`src/rtl/count_bcd_display.sv`:
```
// rtl/count_bcd_display.sv - binary count to BCD (sequential double-dabble) with registered 7-segment digits
module count_bcd_display #(
  parameter int WIDTH          = 7,
  parameter bit BLANK_LZ       = 1'b1,
  parameter bit SEG_ACTIVE_LOW = 1'b1
) (
  input  logic             clk,
  input  logic             rst,
  input  logic [WIDTH-1:0] count,
  output logic [6:0]       hex0,
  output logic [6:0]       hex1,
  output logic [6:0]       hex2,
  output logic [11:0]      bcd,
  output logic             busy,
  output logic             upd
);

  typedef enum logic [1:0] {IDLE, SHIFT, DONE} state_t;

  localparam logic [3:0] LAST_ITER = 4'(WIDTH - 1);

  state_t                state, state_nx;
  logic [WIDTH-1:0]      count_q;
  logic [WIDTH-1:0]      last;
  logic [WIDTH-1:0]      shreg;
  logic [11:0]           scratch;
  logic [3:0]            iter;
  logic [11:0]           adj;
  logic [WIDTH+11:0]     shifted;
  logic                  blank2, blank1;

  // Table is written active-low; polarity is applied last so blank follows it too.
  function automatic logic [6:0] seg(input logic [3:0] d, input logic blank);
    logic [6:0] s;
    case (d)
      4'd0:    s = 7'b1000000;
      4'd1:    s = 7'b1111001;
      4'd2:    s = 7'b0100100;
      4'd3:    s = 7'b0110000;
      4'd4:    s = 7'b0011001;
      4'd5:    s = 7'b0010010;
      4'd6:    s = 7'b0000010;
      4'd7:    s = 7'b1111000;
      4'd8:    s = 7'b0000000;
      4'd9:    s = 7'b0010000;
      default: s = 7'b1111111;
    endcase
    if (blank) s = 7'b1111111;
    return SEG_ACTIVE_LOW ? s : ~s;
  endfunction

  always_comb begin
    adj = scratch;
    for (int n = 0; n < 3; n++) begin
      if (scratch[n*4 +: 4] >= 4'd5) adj[n*4 +: 4] = scratch[n*4 +: 4] + 4'd3;
    end
    shifted = {adj, shreg} << 1;
    blank2  = BLANK_LZ && (scratch[11:8] == 4'd0);
    blank1  = BLANK_LZ && (scratch[11:8] == 4'd0) && (scratch[7:4] == 4'd0);
  end

  always_comb begin
    state_nx = state;
    case (state)
      IDLE:    if (count_q != last) state_nx = SHIFT;
      SHIFT:   if (iter == LAST_ITER) state_nx = DONE;
      DONE:    state_nx = IDLE;
      default: state_nx = IDLE;
    endcase
  end

  always_ff @(posedge clk or negedge rst) begin
    if (!rst) state <= IDLE;
    else      state <= state_nx;
  end

  always_ff @(posedge clk or negedge rst) begin
    if (!rst) begin
      count_q <= '0;
      last    <= '0;
      shreg   <= '0;
      scratch <= '0;
      iter    <= '0;
      bcd     <= '0;
      busy    <= 1'b0;
      upd     <= 1'b0;
      hex0    <= seg(4'd0, 1'b0);
      hex1    <= seg(4'd0, BLANK_LZ);
      hex2    <= seg(4'd0, BLANK_LZ);
    end else begin
      count_q <= count;
      upd     <= 1'b0;
      case (state)
        IDLE: begin
          if (count_q != last) begin
            shreg   <= count_q;
            last    <= count_q;
            scratch <= '0;
            iter    <= '0;
            busy    <= 1'b1;
          end
        end
        SHIFT: begin
          scratch <= shifted[WIDTH+11:WIDTH];
          shreg   <= shifted[WIDTH-1:0];
          iter    <= iter + 4'd1;
        end
        DONE: begin
          bcd  <= scratch;
          hex0 <= seg(scratch[3:0], 1'b0);
          hex1 <= seg(scratch[7:4], blank1);
          hex2 <= seg(scratch[11:8], blank2);
          upd  <= 1'b1;
          busy <= 1'b0;
        end
        default: ;
      endcase
    end
  end

endmodule

```
`config.mk`:
```
export PLATFORM = sky130hd
export DESIGN_NAME = count_bcd_display
export DESIGN_NICKNAME = d
export VERILOG_FILES = /design/src/rtl/count_bcd_display.sv
export SDC_FILE = /design/constraint.sdc
export NUM_CORES = 1
export LEC_CHECK = 0
export BUFFER_PORTS_ARGS = -buffer_cell sky130_fd_sc_hd__buf_2
export CAP_MARGIN = 20
export CORE_ASPECT_RATIO = 0.5
export CORE_MARGIN = 4
export CORE_UTILIZATION = 45
export CTS_CLUSTER_SIZE = 30
export DETAILED_ROUTE_END_ITERATION = 16
export PLACE_DENSITY = 0.65
export REMOVE_ABC_BUFFERS = 1
export SLEW_MARGIN = 20
export SYNTH_ARGS = -nofsm -noshare
export SYNTH_HDL_FRONTEND = slang
export SYNTH_SLANG_ARGS = --single-unit
```
`constraint.sdc`:
```
create_clock -name clk -period 1.64 [get_ports clk]
set_input_delay 0.328 -clock clk [delete_from_list [all_inputs] [get_ports clk]]
set_output_delay 0.328 -clock clk [all_outputs]
set_load 0.005 [all_outputs]
```
**Yosys cells after proc, flatten, opt, wreduce, memory -nomap -nowiden**

Memory sizes are Yosys's and may differ from the RTL's. A register that Yosys moved wholly into a read port is not among the register bits.
Cells that the tools add are included.

- Word-level logic and storage cells: 55
- ROM bits: 336
- Output and inout bits: 35
- Bits of input ports: 9
- Bits in registers: 67
- Memories kept: 3

- Eq/ne operators: 6
- $lt $le $gt $ge: 3
- Mux-type cells: 17
- Add/sub/neg operators: 4
- Reductions and logical operators: 11

Memories:

| name | words | width | read ports | clocked after Yosys merged registers in | write ports | RTL line | source |
|---|---|---|---|---|---|---|---|
| (name not given) | 16 | 7 | 1 | 1 | 0 | 35 | `case (d)` |
| (name not given) | 16 | 7 | 1 | 0 | 0 | 35 |  |
| (name not given) | 16 | 7 | 1 | 0 | 0 | 35 |  |

Operators with widths:

| kind | count |
|---|---|
| case mux 12 bit (2 select lines) | 1 |
| 2-to-1 mux 7 bit | 3 |
| case mux 7 bit (2 select lines) | 1 |
| >= comparator 4 x 3 -> 1 bit, second input constant | 3 |
| 2-to-1 mux 12 bit | 1 |
| 2-to-1 mux 4 bit | 3 |
| adder 4 x 2 -> 4 bit, second input constant | 2 |
| logical NOT 4 bit | 2 |
| case mux 4 bit (2 select lines) | 1 |
| AND reduction 2 bit | 4 |
| != test 7 bit | 1 |
| adder 4 x 1 -> 4 bit, second input constant | 1 |
| equality test 4 x 3 -> 1 bit, second input constant | 1 |
| 2-to-1 mux 2 bit | 2 |
| != test 2 bit, second input constant | 2 |
| case mux 2 bit (2 select lines) | 1 |
| nonzero test 2 bit | 2 |
| adder 3 x 2 -> 3 bit, second input constant | 1 |
| 2-to-1 mux 3 bit | 1 |
| equality test 2 x 1 -> 1 bit, second input constant | 1 |
| equality test 2 bit, second input constant | 1 |
| logical NOT 2 bit | 1 |
| 2-to-1 mux 1 bit | 2 |
| case mux 1 bit (2 select lines) | 1 |
| 2 further kinds | 2 |

**Depth between registers and ports, before layout**

Gate-level depths: netlist (run 1).

- Depth in word-level cells: 3
- Depth in mapped cells: 7
- Gate-level depth less buffers: 6

**Least setup slack after synthesis (run 1)**

OpenSTA, ideal clock, no wires.

- Path type: register -> register
- Start point: register count_q[1]
- End point: register scratch[10]
- Setup slack: 0.106 ns
- Required time: 1.576 ns
- Library setup time: 0.064 ns
- Cell stages (with the launch flop): 6
- Period minus slack after synthesis: 1.534 ns
- Arrival: 1.471 ns
- Path buffers: 1
- Cells stage by stage: dfrtp_1 -> xor2_1 -> or3_1 -> buf_6 -> o31ai_4 -> a22o_2

- Cells in the longest elaborated chain, start to end: 3

RTL lines:

| element | RTL line | source |
|---|---|---|
| from (decl) | 23 | `logic [WIDTH-1:0] count_q;` |
| from (signal assigned) | 91 | `count_q <= count;` |
| != test 7 bit | 95 | `if (count_q != last) begin` |
| != test 2 bit (no source line) | n/a |  |
| AND reduction 2 bit (no source line) | n/a |  |
| to (signal assigned) | 104 | `scratch <= shifted[WIDTH+11:WIDTH];` |
| to (decl) | 26 | `logic [11:0] scratch;` |

No other way between the ends.
A chain may end at the register's enable or synchronous reset.

**Worst setup path after layout (run 1)**

Ends and elaborated chain as after synthesis.

==> results of run 1 <==
[Yosys cell counts, types with 5 or more instances]
cell | count | area [um2]
nand4_1 | 8 | 50.1
mux2i_1 | 6 | 60.1
o22a_1 | 10 | 87.6
clkbuf_1 | 10 | 37.5
a211oi_1 | 5 | 37.5
nor2_1 | 18 | 67.6
mux2_2 | 8 | 90.1
nor3_1 | 5 | 25.0
dfstp_2 | 15 | 394
nand2b_1 | 5 | 31.3
ha_1 | 19 | 238
inv_1 | 18 | 67.6
nand2_1 | 34 | 128
o211ai_1 | 7 | 52.6
a21oi_1 | 19 | 95.1
dfrtp_1 | 59 | 1480
o21ai_0 | 25 | 125
o22ai_1 | 6 | 37.5
nand3_1 | 9 | 45.0
xnor2_1 | 7 | 61.3
o31ai_1 | 6 | 45.0
a22oi_1 | 6 | 45.0
[routing by layer]
layer  track usage (%)  vias to the layer above  routed length [um]
met3              6.03                       12                 422
met1              22.6                     1353                3740
li1                  -                     1379                   -
met2              25.8                       59                3470
met4              4.80                        0                  83
met5                 0                        -                   0
[metrics by stage]
step	std cells	instance area, um2
after floorplan	326	3520
after global placement	509	4150
after detailed placement	509	4150
after CTS	525	4420
after global routing	526	4460
final	526	4460
[registers in the layout, indices dropped and copies added (netlist names)]
register / cells
scratch: 12
shreg: 7
hex1: 7
bcd: 12
hex0: 7
upd: 1
hex2: 7
iter: 4
last: 7
state: 2
count_q: 7
busy: 1
[final cells by class]
cell class	count	area [um2]	area share, %
clock buffers	13	250	5.61
clock inverters	3	15.0	0.337
inverters	18	67.6	1.51
multi-input cells	234	1620	36.3
flip-flops and latches	74	1870	42.0
well taps	108	135	3.03
repair buffers	76	500	11.2
[report_power, final]
part / internal, uW / switching (uW) / total, uW / leakage [uW]
registers: 2680 / 543 / 3220 / 0.000896
logic: 1880 / 2030 / 3910 / 0.00103
clock network: 1060 / 699 / 1760 / 0.000133
[final timing paths]
| check | end | slack [ps] | cells after the start |
|---|---|---|---|
| worst max-delay path | scratch[10] | 50 | 4 |
| worst min-delay path | last[0] | 20 | 2 |
| worst max register to register | scratch[10] | 50 | 4 |
| worst min register to register | bcd[7] | 470 | 2 |
| max in group asynchronous | hex2[1] | 1280 | 2 |
| min in group clk | count_q[4] | 100 | 1 |
[cells in the final DEF, fill, tap and decap left out, types with 5 or more instances in the layout]
cell type	instances
dfrtp_1	57
buf_2	43
nand2_1	34
buf_4	30
o21ai_0	25
ha_1	18
inv_1	17
nor2_1	17
a21oi_1	16
dfstp_2	15
o22a_1	10
clkbuf_16	9
nand4_1	8
nand3_1	8
mux2_2	8
xnor2_1	7
o211ai_1	7
mux2i_1	6
o22ai_1	6
o31ai_1	6
a22oi_1	6
nand2b_1	5
nor3_1	5
a211oi_1	5
[logic make-up after synthesis]
| kind of cell | count (synthesis) | share of synthesized area [%] |
|---|---|---|
| AO/OA/AOI/OAI | 99 | 18.4 |
| AND/OR/NAND/NOR | 92 | 12.0 |
| flip-flops | 74 | 51.2 |
| buffers and inverters | 38 | 5.44 |
| adder cells (fa/ha/maj) | 19 | 6.50 |
| multiplexers | 14 | 4.11 |
| XOR/XNOR | 10 | 2.40 |
[critical path, stage by stage, from the launching register on]
cell and delay, ps:
dfrtp_1 380, xor2_1 200, or3_4 420, o31ai_4 320, a22o_2 210
[repair_timing]
item,4_1_cts,5_1_grt
resized for setup,1,11
endpoints found under the setup margin,3,23
pin swaps,5,5
buffers inserted,0,1
==> impl_metrics.json, run 1 <==
{
  "status": "completed",
  "grt_pass1_wl_um": 13000,
  "power_density_mw_per_mm2": 1990,
  "grt_pass1_vias": 2697,
  "fin_crit_sh_pct": 97.0,
  "grt_usage_pct": 16.8,
  "clk_path_buf_depth": 2,
  "leakagePower_uw": 0.00206,
  "clkTransAtPathRegs_ps": 50,
  "rows": 22,
  "ir_drop_uv": 686,
  "fin_worst_skew_ps": 3.94,
  "reg2reg_from": "count_q[1]",
  "io-pin-count": 44,
  "grt_setup_unrepaired": "yes",
  "drv_cap": 0,
  "numCtsBuffers": 9,
  "setup_tns_ps": 0,
  "synth_flop_cell": "dfrtp_1",
  "clkSinkCount": 74,
  "ant_nets": 0,
  "layout-drive-gt1-share_pct": 30.4,
  "gp_congestion": 0.857,
  "syn_inst": 346,
  "post-route-util_pct": 58.7,
  "worst_pin_slew_ps": 580,
  "yosysSeqAreaShare_pct": 51.2,
  "hp-class": "in -> async",
  "dp_slack_ps": 14.8,
  "setup_viol": 0,
  "die-height_um": 71.7,
  "io_buffer_count": 43,
  "antenna_cells": 0,
  "clock.fmax_mhz": 628,
  "synthArstFlopShare_pct": 100,
  "drt_wl_total_um": 7720,
  "dp.final_hpwl_um": 5450,
  "syn_avg_cell_area_um2": 10.6,
  "crit_type": "reg -> reg",
  "crit_required_ps": 1910,
  "yosys_warnings": 0,
  "hold_viol": 0,
  "arrival_ps": 1860,
  "grt_max_degree": 75,
  "grt_overflow_total": 0,
  "critPathCaptureType": "flip-flop",
  "start_util_pct": 48.1,
  "antenna_found_initial": 0,
  "slew-limit-headroom_pct": 61.0,
  "fp.coreArea_mm2": 0.00760,
  "yosysUniqueCellTypes": 46,
  "slew_violations": 0,
  "vias_per_cell": 5.33,
  "clock-root-buffer": "clkbuf_16",
  "cts_tree": "built",
  "synth-edff-count": 0,
  "die_w_um": 135,
  "startpoint": "count_q[1]",
  "drc": 0,
  "crit_fanout": 5,
  "area.growth.synth_to_final_pct": 22.0,
  "hold_buffers": 0,
  "wl_per_cell_um": 14.7,
  "dr.pass1.iters": 4,
  "drt-initial-drc-count": 192,
  "worst_setup_path_start_kind": "flip-flop",
  "synth_seq_cells": 74,
  "nets": 441,
  "htreeDepth": 3,
  "worst_slack_ps": 48.8,
  "finalPower_uw": 8890,
  "vias": 2803,
  "fin_crit_ps": 1590,
  "dieArea_mm2": 0.00972,
  "clk_latency_ps": 330,
  "hold-worst-slack_ps": 22.4,
  "fillers": 662,
  "syn_area_mm2": 0.00366
}
Power figures use the tool's default switching activity.
==> inputs of run 2 (changes only) <==
--- a/config.mk
+++ b/config.mk
@@ -13,6 +13,7 @@
 export CTS_CLUSTER_SIZE = 30
 export DETAILED_ROUTE_END_ITERATION = 16
 export PLACE_DENSITY = 0.65
+export RECOVER_POWER = 25
 export REMOVE_ABC_BUFFERS = 1
 export SLEW_MARGIN = 20
 export SYNTH_ARGS = -nofsm -noshare
==> run 2 against run 1 <==
Clock-buffer cell count unchanged. Utilization down 0.16 points. Clock power about the same. Register-to-register slack about the same. Clock skew unchanged. Flip-flop and latch count unchanged. Total power about the same. Non-clock buffer count unchanged. Cell area down 0.28%. Global-route usage unchanged. Worst setup slack unchanged. Combinational power about the same. Critical path type unchanged. Highest routed layer unchanged.
==> impl_metrics.json, run 2 (synthesis gave the netlist of run 1 again) <==
{
  "multi_input_area_mm2": 0.00162,
  "vias": 2803,
  "layout-drive-gt1-share_pct": 30.4,
  "clock.fmax_mhz": 628,
  "switchingPower_uw": 3270,
  "path_cells": "xor2_1, or3_4, o31ai_4, a22o_2",
  "cp_slowest_cell": "or3_4",
  "io_buffer_count": 43,
  "htreeDepth": 3,
  "drc": 0,
  "gp_congestion": 0.857,
  "swShare_pct": 36.8,
  "drt_wl_total_um": 7710,
  "placed_cells": 509,
  "fp.coreArea_mm2": 0.00760,
  "grt_overflow_total": 0,
  "internal_power_uw": 5610,
  "grt_max_degree": 75,
  "start_util_pct": 48.1,
  "final_cells": 526,
  "slew_violations": 0,
  "grt_setup_unrepaired": "yes",
  "worst_pin_slew_ps": 977,
  "ant_nets": 0,
  "rows": 22,
  "fin_worst_skew_ps": 3.94,
  "nets": 441,
  "reg_top3": "bcd: 12 flops, scratch: 12 flops",
  "antenna_cells": 0,
  "antenna_found_initial": 0,
  "drv_cap": 0,
  "dieArea_mm2": 0.00972,
  "cts_tree": "built",
  "die-height_um": 71.7,
  "slew-limit-headroom_pct": 34.8,
  "clk_latency_ps": 330,
  "leakagePower_uw": 0.00206,
  "slowest_delay_ps": 420,
  "final_common_cell": "dfrtp_1",
  "fin_crit_ps": 1590,
  "crit_required_ps": 1910,
  "grt_pass1_vias": 2697,
  "combPwrFrac_pct": 43.9,
  "post-route-util_pct": 58.5,
  "power_density_mw_per_mm2": 2000,
  "clkTransAtPathRegs_ps": 50,
  "drt-initial-drc-count": 192,
  "crit_fanout": 5,
  "numCtsBuffers": 9,
  "worst-path-buf-inv": 0,
  "clkSinkCount": 74,
  "setup_viol": 0,
  "fin_crit_sh_pct": 97.0,
  "clock-root-buffer": "clkbuf_16",
  "setup_tns_ps": 0,
  "wl_per_cell_um": 14.7,
  "regArea_mm2": 0.00187,
  "crit_type": "reg -> reg",
  "ir_drop_uv": 686,
  "hold_buffers": 0,
  "io-pin-count": 44,
  "dp.final_hpwl_um": 5450,
  "vias_per_cell": 5.33,
  "die_w_um": 135,
  "hp-class": "in -> reg",
  "grt_usage_pct": 16.8,
  "clockPowerShare_pct": 19.8,
  "p_seq_share_pct": 36.3,
  "worst_setup_path_start_kind": "flip-flop",
  "fillers": 664,
  "final_cell_mix": "dfrtp_1 (57), buf_2 (43), nand2_1 (34)",
  "cpLargestDelayFamily": "compound AO/OA/AOI/OAI gates",
  "grt_pass1_wl_um": 13000,
  "hold-worst-slack_ps": 102,
  "dr.pass1.iters": 4,
  "hold_viol": 0,
  "area.growth.synth_to_final_pct": 21.7,
  "clk_path_buf_depth": 2,
  "critPathCaptureType": "flip-flop",
  "arrival_ps": 1860,
  "status": "completed"
}
-- run 2: final cells by class --
type	count	share of cell area [%]
Inverter	18	1.52
Clock buffer	13	5.63
Tap cell	108	3.04
Timing Repair Buffer	76	11.0
Sequential cell	74	42.1
Clock inverter	3	0.338
Multi-Input combinational cell	234	36.4
-- run 2: per-layer routing --
metal  wire, um  up-vias  GRT usage, %
met1       3740     1353          22.6
met5          0        -             0
li1           -     1379             -
met4         83        0          4.80
met2       3470       59          25.8
met3        422       12          6.03
-- run 2: timing repair --
item                                    CTS  global route
endpoints found under the setup margin    3            23
resized for setup                         1            11
cloned                                    0             0
pin swaps                                 5             5
setup buffers                             0             1
-- run 2: through the flow --
| step | total power [uW] | area, um2 | setup slack [ps] |
|---|---|---|---|
| 4_1_cts | 8880 | 4420 | -9.88 |
| 2_1_floorplan | 5540 | 3520 | -643 |
| 6_report | 8880 | 4450 | 48.8 |
| 5_1_grt | 9610 | 4450 | -14.3 |
| 3_5_place_dp | 7060 | 4150 | 14.8 |
| 3_3_place_gp | 6900 | 4150 | 60.5 |
-- run 2: path summary, 6_finish.rpt --
path / slack (ps) / cells after the start / endpoint / start
worst min-delay path: 100 / 1 / count_q[4] / count[4]
min in group asynchronous: 270 / 2 / last[0] / rst
worst max-delay path: 50 / 4 / scratch[10] / count_q[1]
worst min register to register: 470 / 2 / bcd[7] / bcd[7]
max in group asynchronous: 700 / 2 / scratch[4] / rst
worst max register to register: 50 / 4 / scratch[10] / count_q[1]
-- run 2: power groups by stage --
stage / logic (uW) / registers, uW / clock network (uW)
after floorplan: 2230 / 3310 / 0
after global placement: 3710 / 3190 / 0
after detailed placement: 3830 / 3240 / 0
after CTS: 3860 / 3210 / 1810
after global routing: 4370 / 3330 / 1900
final: 3900 / 3220 / 1760
==> inputs of run 3 (changes only) <==
--- a/config.mk
+++ b/config.mk
@@ -5,6 +5,7 @@
 export SDC_FILE = /design/constraint.sdc
 export NUM_CORES = 1
 export LEC_CHECK = 0
+export ABC_AREA = 1
 export BUFFER_PORTS_ARGS = -buffer_cell sky130_fd_sc_hd__buf_2
 export CAP_MARGIN = 20
 export CORE_ASPECT_RATIO = 0.5
@@ -14,7 +15,6 @@
 export DETAILED_ROUTE_END_ITERATION = 16
 export PLACE_DENSITY = 0.65
 export RECOVER_POWER = 25
-export REMOVE_ABC_BUFFERS = 1
 export SLEW_MARGIN = 20
 export SYNTH_ARGS = -nofsm -noshare
 export SYNTH_HDL_FRONTEND = slang
==> run 3 against run 2 <==
Non-clock buffer count fell by 16. Routed wire length is 6.9% lower. Utilization shrank 1.0 points. Worst setup slack better by 110 ps. Sequential share of layout area increased by 1.2 points. Register-to-register slack improved by 110 ps. Synthesized cell count increased by 21%. Critical endpoint is now scratch[7]. Highest routed layer unchanged.
==> impl_metrics.json, run 3 <==
{
  "grt_setup_unrepaired": "no",
  "fin_worst_skew_ps": 4.69,
  "reg_top3": "bcd: 12 flops, scratch: 12 flops",
  "yosysSeqAreaShare_pct": 52.3,
  "gp_congestion": 0.879,
  "setup_viol": 0,
  "regArea_mm2": 0.00187,
  "synth_nets": 448,
  "synth_common_cells": "nand2_1 (109), dfrtp_1 (59), o21ai_0 (39), nor2_1 (37), inv_1 (35)",
  "ys_top_cells_by_area": "dfrtp_1 (41%), nand2_1 (11%), dfstp_2 (11%)",
  "startpoint": "scratch[4]",
  "htreeDepth": 3,
  "ant_nets": 0,
  "slew_violations": 0,
  "fillers": 665,
  "reg2reg_from": "scratch[4]",
  "r2r_cells": 8,
  "hold_viol": 0,
  "worst_setup_path_start_kind": "flip-flop",
  "io_buffer_count": 43,
  "drv_cap": 0,
  "multi_input_area_mm2": 0.00147,
  "fin_crit_ps": 1480,
  "slew-limit-headroom_pct": 55.1,
  "synth_seq_cells": 74,
  "io-pin-count": 44,
  "synthArstFlopShare_pct": 100,
  "die_w_um": 134,
  "clock-root-buffer": "clkbuf_16",
  "grt_overflow_total": 0,
  "vias": 2877,
  "drc": 0,
  "rows": 22,
  "syn_area_mm2": 0.00357,
  "grt_pass1_vias": 2672,
  "dieArea_mm2": 0.00952,
  "syn_avg_cell_area_um2": 8.51,
  "r2r_slack_ps": 160,
  "synth-edff-count": 0,
  "ir_drop_uv": 775,
  "yosysUniqueCellTypes": 29,
  "final_common_cell": "nand2_1",
  "synth_flop_cell": "dfrtp_1",
  "cts_setup_buffers": 0,
  "fp.coreArea_mm2": 0.00751,
  "fin_crit_sh_pct": 90.4,
  "crit_type": "reg -> reg",
  "clk_latency_ps": 330,
  "final_cell_mix": "nand2_1 (108), dfrtp_1 (58), buf_2 (42)",
  "clkSinkCount": 74,
  "numCtsBuffers": 9,
  "syn_inst": 420,
  "drt-initial-drc-count": 177,
  "yosys_warnings": 0,
  "grt_usage_pct": 16.4,
  "layout-drive-gt1-share_pct": 21.8,
  "critPathCaptureType": "flip-flop",
  "vias_per_cell": 4.88,
  "leakagePower_uw": 0.00223,
  "nets": 504,
  "crit_required_ps": 1860,
  "arrival_ps": 1700,
  "start_util_pct": 47.6,
  "placed_cells": 572,
  "grt_max_degree": 36,
  "dp.final_hpwl_um": 5170,
  "endpoint": "scratch[7]",
  "power_density_mw_per_mm2": 2060,
  "hp-class": "in -> reg",
  "crit_fanout": 8,
  "dr.pass1.iters": 4,
  "worst_pin_slew_ps": 673,
  "grt_pass1_wl_um": 12500,
  "hold-worst-slack_ps": 101,
  "clk_path_buf_depth": 2,
  "drt_wl_total_um": 7180,
  "antenna_cells": 0,
  "final_cells": 589,
  "antenna_found_initial": 0,
  "wl_per_cell_um": 12.2,
  "status": "completed",
  "regToRegEndpoint": "scratch[7]",
  "synth.largest_area_cell": "dfrtp_1",
  "synth_top_area_share_pct": 41.3,
  "setup_tns_ps": 0,
  "clkTransAtPathRegs_ps": 60,
  "die-height_um": 71.0,
  "yosysMostFrequentCell": "nand2_1",
  "cts_tree": "built",
  "clock.fmax_mhz": 674,
  "area.growth.synth_to_final_pct": 20.9
}
==> run 3: metrics by stage <==
step                      util [%]  setup slack, ps  area [um2]  power, uW
final                         57.5              157        4320       8910
after global routing          57.5             22.9        4320       9750
after CTS                     57.4             48.7        4310       8980
after detailed placement      53.0             53.5        3990       6900
after global placement        53.0              132        3990       6810
after floorplan                  -              167        3570       5680
==> run 3: timing repair <==
action,in CTS,in global routing
hold buffers,1,0
endpoints found under the hold margin,19,0
setup endpoints to repair,0,11
gates resized for setup,0,6
==> run 3: per-layer routing <==
metal	global-route usage, %	wire, um	vias to the layer above
met2	24.4	3130	59
met4	6.43	62	0
li1	-	-	1471
met1	22.8	3610	1340
met3	4.97	372	7
met5	0	0	-
==> run 3: worst max-delay path, cell delays in order, from the launching register on <==
cell and delay [ps]:
dfrtp_2 430, inv_1 100, ha_1 230, inv_1 70
o21ai_0 70, nand2_1 140, inv_1 80, o21ai_0 170
nand2_1 70
==> run 3: kinds of logic after synthesis <==
logic type               synth area share [%]
buffers and inverters                    6.83
flip-flops                               52.3
adder cells (fa/ha/maj)                  6.65
AO/OA/AOI/OAI                            11.9
AND/OR/NAND/NOR                          21.3
XOR/XNOR                                0.980
==> run 3: final cells by class <==
class / instances / area share, %
clock buffers: 15 / 6.66
clock inverters: 1 / 0.695
inverters: 42 / 3.65
multi-input cells: 289 / 34.0
flip-flops and latches: 74 / 43.3
well taps: 108 / 3.13
repair buffers: 60 / 8.57
==> run 3: report_power, final <==
part	switching, uW	internal [uW]
clock	688	1340
combinational	2130	1500
sequential	537	2710
total	3350	5560
==> run 3: worst min-delay path by stage <==
stage                     cells after the start  slack (ps)          to  startpoint
after detailed placement                      1         260    shreg[3]         rst
after floorplan                               0          30      bcd[0]         rst
after CTS                                     1          80  count_q[5]    count[5]
final                                         1         100  count_q[5]    count[5]
after global routing                          1          90  count_q[4]    count[4]
after global placement                        1         260    shreg[5]         rst
